`src/rtl/instr_sequencer.sv`:
```
// Instruction fetch/execute sequencer: FETCH -> EX0 -> [EX1] -> FETCH, with an optional INT state.
// Interrupt support (INT state, ie, ei/cli, irq_ack) is compiled in only when SEQ_IRQ_EN is defined.
module instr_sequencer (
  input  logic       i_clk,
  input  logic       i_rst,
  input  logic [7:0] i_inst_in,
  input  logic       i_mem_ready,
  input  logic       i_irq,
  input  logic       i_ei,
  input  logic       i_cli,
  output logic [7:0] o_ir,
  output logic       o_cycle,
  output logic       o_fetch,
  output logic       o_pc_en,
  output logic       o_retire,
  output logic       o_irq_ack,
  output logic       o_ie,
  output logic [1:0] o_state
);

  typedef enum logic [1:0] {
    S_FETCH = 2'd0,
    S_EX0   = 2'd1,
    S_EX1   = 2'd2,
    S_INT   = 2'd3
  } state_t;

  state_t     r_state;
  state_t     w_next;
  logic [7:0] r_ir;
  logic       r_ie;
  logic       r_pc_en;
  logic       r_retire;
  logic       r_irq_ack;
  logic       w_ie_next;
  logic       w_load_ir;
  logic       w_pc_en;
  logic       w_retire;
  logic       w_irq_ack;
  logic       w_pending;

`ifdef SEQ_IRQ_EN
  assign w_pending = i_irq & r_ie;
`else
  // Interrupt inputs are deliberately ignored in this build.
  logic w_unused;
  assign w_unused  = ^{i_irq, i_ei, i_cli};
  assign w_pending = 1'b0;
`endif

  // Next-state and pulse decode; pulses are registered one cycle later.
  always_comb begin
    w_next    = r_state;
    w_load_ir = 1'b0;
    w_pc_en   = 1'b0;
    w_retire  = 1'b0;
    w_irq_ack = 1'b0;
    w_ie_next = r_ie;
    case (r_state)
      S_FETCH: begin
        if (w_pending) begin
          w_next = S_INT;
        end else if (i_mem_ready) begin
          w_load_ir = 1'b1;
          w_pc_en   = 1'b1;
          w_next    = S_EX0;
        end else begin
          w_next = S_FETCH;
        end
      end
      S_EX0: begin
`ifdef SEQ_IRQ_EN
        // cli wins over a simultaneous ei.
        if (i_cli) begin
          w_ie_next = 1'b0;
        end else if (i_ei) begin
          w_ie_next = 1'b1;
        end else begin
          w_ie_next = r_ie;
        end
`endif
        if (r_ir[7]) begin
          w_next = S_EX1;
        end else begin
          w_retire = 1'b1;
          w_next   = S_FETCH;
        end
      end
      S_EX1: begin
        // Jump class (ir[6]=1) leaves after one cycle; memory class waits for mem_ready.
        if (r_ir[6] | i_mem_ready) begin
          w_retire = 1'b1;
          w_next   = S_FETCH;
        end else begin
          w_next = S_EX1;
        end
      end
      S_INT: begin
`ifdef SEQ_IRQ_EN
        w_irq_ack = 1'b1;
        w_ie_next = 1'b0;
`endif
        w_next = S_FETCH;
      end
      default: begin
        w_next = S_FETCH;
      end
    endcase
  end

  // State, instruction register, interrupt enable and registered pulses.
  always_ff @(posedge i_clk or posedge i_rst) begin
    if (i_rst) begin
      r_state   <= S_FETCH;
      r_ir      <= 8'h00;
      r_ie      <= 1'b0;
      r_pc_en   <= 1'b0;
      r_retire  <= 1'b0;
      r_irq_ack <= 1'b0;
    end else begin
      r_state   <= w_next;
      r_ie      <= w_ie_next;
      r_pc_en   <= w_pc_en;
      r_retire  <= w_retire;
      r_irq_ack <= w_irq_ack;
      if (w_load_ir) begin
        r_ir <= i_inst_in;
      end else begin
        r_ir <= r_ir;
      end
    end
  end

  assign o_ir      = r_ir;
  assign o_state   = r_state;
  assign o_cycle   = (r_state == S_EX1);
  assign o_fetch   = (r_state == S_FETCH);
  assign o_pc_en   = r_pc_en;
  assign o_retire  = r_retire;
  assign o_irq_ack = r_irq_ack;
  assign o_ie      = r_ie;

endmodule
```
`config.mk`:
```
export PLATFORM = sky130hd
export DESIGN_NAME = instr_sequencer
export DESIGN_NICKNAME = d
export VERILOG_FILES = /design/src/rtl/instr_sequencer.sv
export SDC_FILE = /design/constraint.sdc
export NUM_CORES = 1
export LEC_CHECK = 0
export BUFFER_PORTS_ARGS = -buffer_cell sky130_fd_sc_hd__buf_2
export CORE_MARGIN = 3
export CORE_UTILIZATION = 40
export CTS_BUF_LIST = sky130_fd_sc_hd__clkbuf_16
export DETAILED_ROUTE_END_ITERATION = 6
export PLACE_DENSITY = 0.83
export SETUP_SLACK_MARGIN = 0.4
export SYNTH_ARGS = -nofsm -noshare
export SYNTH_HDL_FRONTEND = slang
export SYNTH_SLANG_ARGS = --single-unit
```
`constraint.sdc`:
```
create_clock -name i_clk -period 1.3 [get_ports i_clk]
set_input_delay 0.195 -clock i_clk [delete_from_list [all_inputs] [get_ports i_clk]]
set_output_delay 0.195 -clock i_clk [all_outputs]
set_load 0.01 [all_outputs]
```
# Yosys cells after proc, flatten, opt, wreduce, memory -nomap -nowiden
# Index checks and enable logic that the tools add are counted.
op_classes:
  eq_ne: 3
  muxes: 9
  n_bitwise: 1
  reduce_logical: 1
ops:
  columns: ["cell", "count"]
  rows:
  - ["2-bit case mux with 4 select lines", 1]
  - ["1-bit 2-to-1 mux", 5]
  - ["2-bit == test (second input constant)", 2]
  - ["2-bit 2-to-1 mux", 2]
  - ["2-bit by 1-bit == test with 1-bit output (second input constant)", 1]
  - ["2-bit zero test", 1]
  - ["1-bit case mux with 2 select lines", 1]
  - ["1-bit OR", 1]
totals:
  ff_bits: 12
  in_bits: 14
  wordCells: 18

# Logic depth before layout (Yosys ltp)
logic_depth:
  ltp_word: 3
  depth_mapped: 4

# Worst setup path before layout
# Ideal clock, no wire load.
synth_timing:
  path_kind: "flip-flop to flip-flop"
  startpoint: "register r_state[0] (netlist: o_state[0])"
  endpoint: "register r_ir[0] (netlist: o_ir[0])"
  arrival_time_ns: 1.238
  slack_ns: -0.063
  path_stages_with_launch: 5
  n_path_buf: 0
  path_cell_list: "dfrtp_1 > inv_1 > ha_1 > nand2_2 > mux2_2"
synth_via:
  elab_chain_cells: 2
synth_lines:
  columns: ["item", "line_no", "text"]
  rows:
  - ["from (decl)", "28", "state_t r_state;"]
  - ["from (signal assigned)", "121", "r_state <= w_next;"]
  - ["2-bit zero test", null, null]
  - ["net o_fetch", "13", "output logic o_fetch,"]
  - ["1-bit 2-to-1 mux", "59", "case (r_state)"]
  - ["to (signal assigned)", "127", "r_ir <= i_inst_in;"]
  - ["to (signal assigned)", "129", "r_ir <= r_ir;"]
  - ["to (decl)", "30", "logic [7:0] r_ir;"]
# The timed path passes the listed nets, and every way through them passes these cells.
# A chain may end at the register's enable or synchronous reset.

# Worst setup path in the final report
layout_timing:
  startpoint: "register r_state[0] (netlist: o_state[0])"
  endpoint: "output port o_fetch"
layout_via:
  elab_chain_cells: 1
layout_lines:
  columns: ["item", "line_no", "text"]
  rows:
  - ["2-bit zero test", "137", "assign o_fetch = (r_state == S_FETCH);"]
  - ["to (decl)", "13", null]
# No other way between the ends.

==> flow_summary.yaml <==
yosys:
  ys_types: 13
  yosysSeqAreaShare_pct: 57.6
  yosys_warnings: 0
  synth_top_area_share_pct: 57.6
  synth_top_area_cell: "dfrtp_1"
  ys_top_cells_by_area: "dfrtp_1, mux2_2, ha_1"
  synth_area_sq_um: 522
  synth_seq_cells: 12
  avgSynthCellArea_sq_um: 13.4
  synthCells: 39
worst_setup_path:
  critPathBufInv: 2
  crit_chain: "inv_2 > ha_4 > buf_6"
  start_kind: "flip-flop"
  crit_end: "o_fetch"
  crit_fanout: 3
  cp.arrival_ns: 1.04
  worstReg2RegEnd: "o_state[1]"
  path_class: "flip-flop to output pin"
  slowest_delay_ns: 0.39
  cp.depth: 3
  worstReg2RegStart: "o_state[0]"
  r2r_slack_ns: 0.06
  cpLargestDelayFamily: "flip-flops"
  startpoint: "o_state[0]"
  ff2ff_path_depth: 4
  required_ns: 1.11
  end_kind: "output pin"
  worst_path_max_delay_cell: "dfrtp_1"
floorplanning:
  start_util_pct: 44.6
  die_h_um: 42.1
  die_x_um: 42.1
  core_area_sq_mm: 0.00117
  rows: 12
  dieArea_sq_mm: 0.00177
  ios: 30
drt:
  routed_via_density: 4.42
  routed_wirelength_um: 1280
  drt_iter0_markers: 1
  num_vias: 393
  wire_per_inst_um: 14.4
  dr.pass1.iters: 4
  ant_nets: 0
  drc: 0
layout:
  layout-drive-gt1-share_pct: 70.7
  n_antenna_cell: 0
  area_delta_synth_final_pct: 72.4
  final_util_pct: 76.8
  nNetsFinal: 94
clock_tree:
  clock_sinks: 12
  cts_tree: "built"
  cts.clk_slew.worst_paths_ns: 0.04
  ctsRootBufferMaster: "clkbuf_16"
  insertion_delay_ns: 0.24
  clk_path_buf_depth: 2
  htreeDepth: 1
  cts_made_buffers: 3
sta:
  finalCritPeriodShare_pct: 95.2
  fin_crit_ns: 1.24
  maxSlewViolCount: 0
  tns_ns: 0
  rsz0062_at_grt: "true"
  finalClockSkew_ns: 0.00284
  finalHoldViolations: 0
  fin_hold_ws_ns: 0.190
  setup_ws_ns: 0.0629
  fmax_ghz: 0.808
  setup_violations: 0
global_route:
  grt_pass1_wl_um: 1910
  track_usage_pct: 14.8
  overflow: 0
  grt_pass1_vias: 416
  grt_max_degree: 13
  antenna_found_initial: 0
power_and_ir_drop:
  total_power_mw: 1.42
  leakage_nw: 0.442
  p_per_area_mw_per_mm2: 1580
  vdd_drop_max_mv: 1.15
min_path:
  hold_class: "primary input to flip-flop"
placed_design:
  gp_congestion: 0.658
  dp_slack_ns: 0.0957
  hpwl_um: 729
  numPortBuffers: 24
status:
  status: "complete, no violations"
flow_run:
  drv_cap: 0
per-stage QoR:
stage	cells	instance area, sq um
global placement	76	699
global route	89	900
detailed placement	76	699
finish	89	900
floorplan	40	577
CTS	86	861
layout make-up:
type | instances | area, sq um
clock buffer | 3 | 75.1
clock inverter | 1 | 3.75
fill | 79 | 272
inverter | 4 | 18.8
multi-input combinational | 22 | 262
sequential | 12 | 302
tap | 14 | 17.5
timing repair buffer | 33 | 221
how the worst min path moves through the flow:
stage	startpoint	to	slack (ns)	cells past startpoint
floorplan	i_rst	o_ir[0]	0.06	1
global placement	i_rst	o_ir[2]	0.21	2
detailed placement	i_rst	o_ir[2]	0.21	2
CTS	i_inst_in[4]	o_ir[4]	0.19	2
global route	i_inst_in[3]	o_ir[3]	0.19	2
finish	i_inst_in[7]	o_ir[7]	0.19	2
report_power, final:
part | switching [mW] | total [mW] | internal [mW]
combinational | 0.164 | 0.382 | 0.218
clock | 0.153 | 0.557 | 0.404
sequential | 0.0417 | 0.482 | 0.440
cell usage after synthesis:
library cell	count
a21oi_1	1
and2_2	1
buf_4	2
conb_1	1
dfrtp_1	12
ha_1	4
inv_1	4
mux2_2	8
nand2_1	2
nand2_2	1
o211ai_1	1
o21ai_0	1
or3b_1	1
cell usage in the layout (no fill, tap or decap):
master and instances:
conb_1 2, nand2_8 1, buf_2 19, inv_2 2
a21oi_2 1, dfrtp_1 11, dfrtp_2 1, o211ai_1 1
ha_4 3, buf_4 8, nand2_1 2, mux2_2 5
clkinv_1 1, clkinvlp_4 1, and2_2 1, inv_1 1
clkbuf_16 3, mux2_4 3, o21ai_1 1, ha_1 1
buf_6 5, or3b_1 1, dlygate4sd3_1 1
logic make-up after synthesis:
| group | share of synthesized area [%] |
|---|---|
| multiplexers | 17.3 |
| other | 0.719 |
| adder cells (fa/ha/maj) | 9.59 |
| buffers and inverters | 5.75 |
| flip-flops | 57.6 |
| AO/OA/AOI/OAI | 3.36 |
| AND/OR/NAND/NOR | 5.76 |
timing repair:
action | 4_1_cts | 5_1_grt
setup buffers | 5 | 3
endpoints found under the hold margin | 12 | 0
gates resized for setup | 6 | 3
setup endpoints to repair | 26 | 38
hold buffers | 1 | 0
gates cloned | 0 | 0
pin swaps | 1 | 2
worst register-to-register path, cell delays in order (launching register included):
cell,delay [ns]
dfrtp_1,0.39
inv_2,0.12
ha_4,0.16
or3b_1,0.36
a21oi_2,0.13
registers in the layout (all words and copies together), names as in the netlist:
signal	flops
o_ir	8
o_state	2
o_pc_en	1
o_retire	1
metal layers:
metal | up-vias | part of all wire [%] | track usage, %
met3 | 0 | 5.1 | 5.15
li1 | 195 | - | -
met2 | 14 | 52 | 23.8
met4 | 0 | 0 | 5.59
met1 | 184 | 43 | 18.2
met5 | - | 0 | 0
No activity file was read; power rests on OpenSTA's default activity.
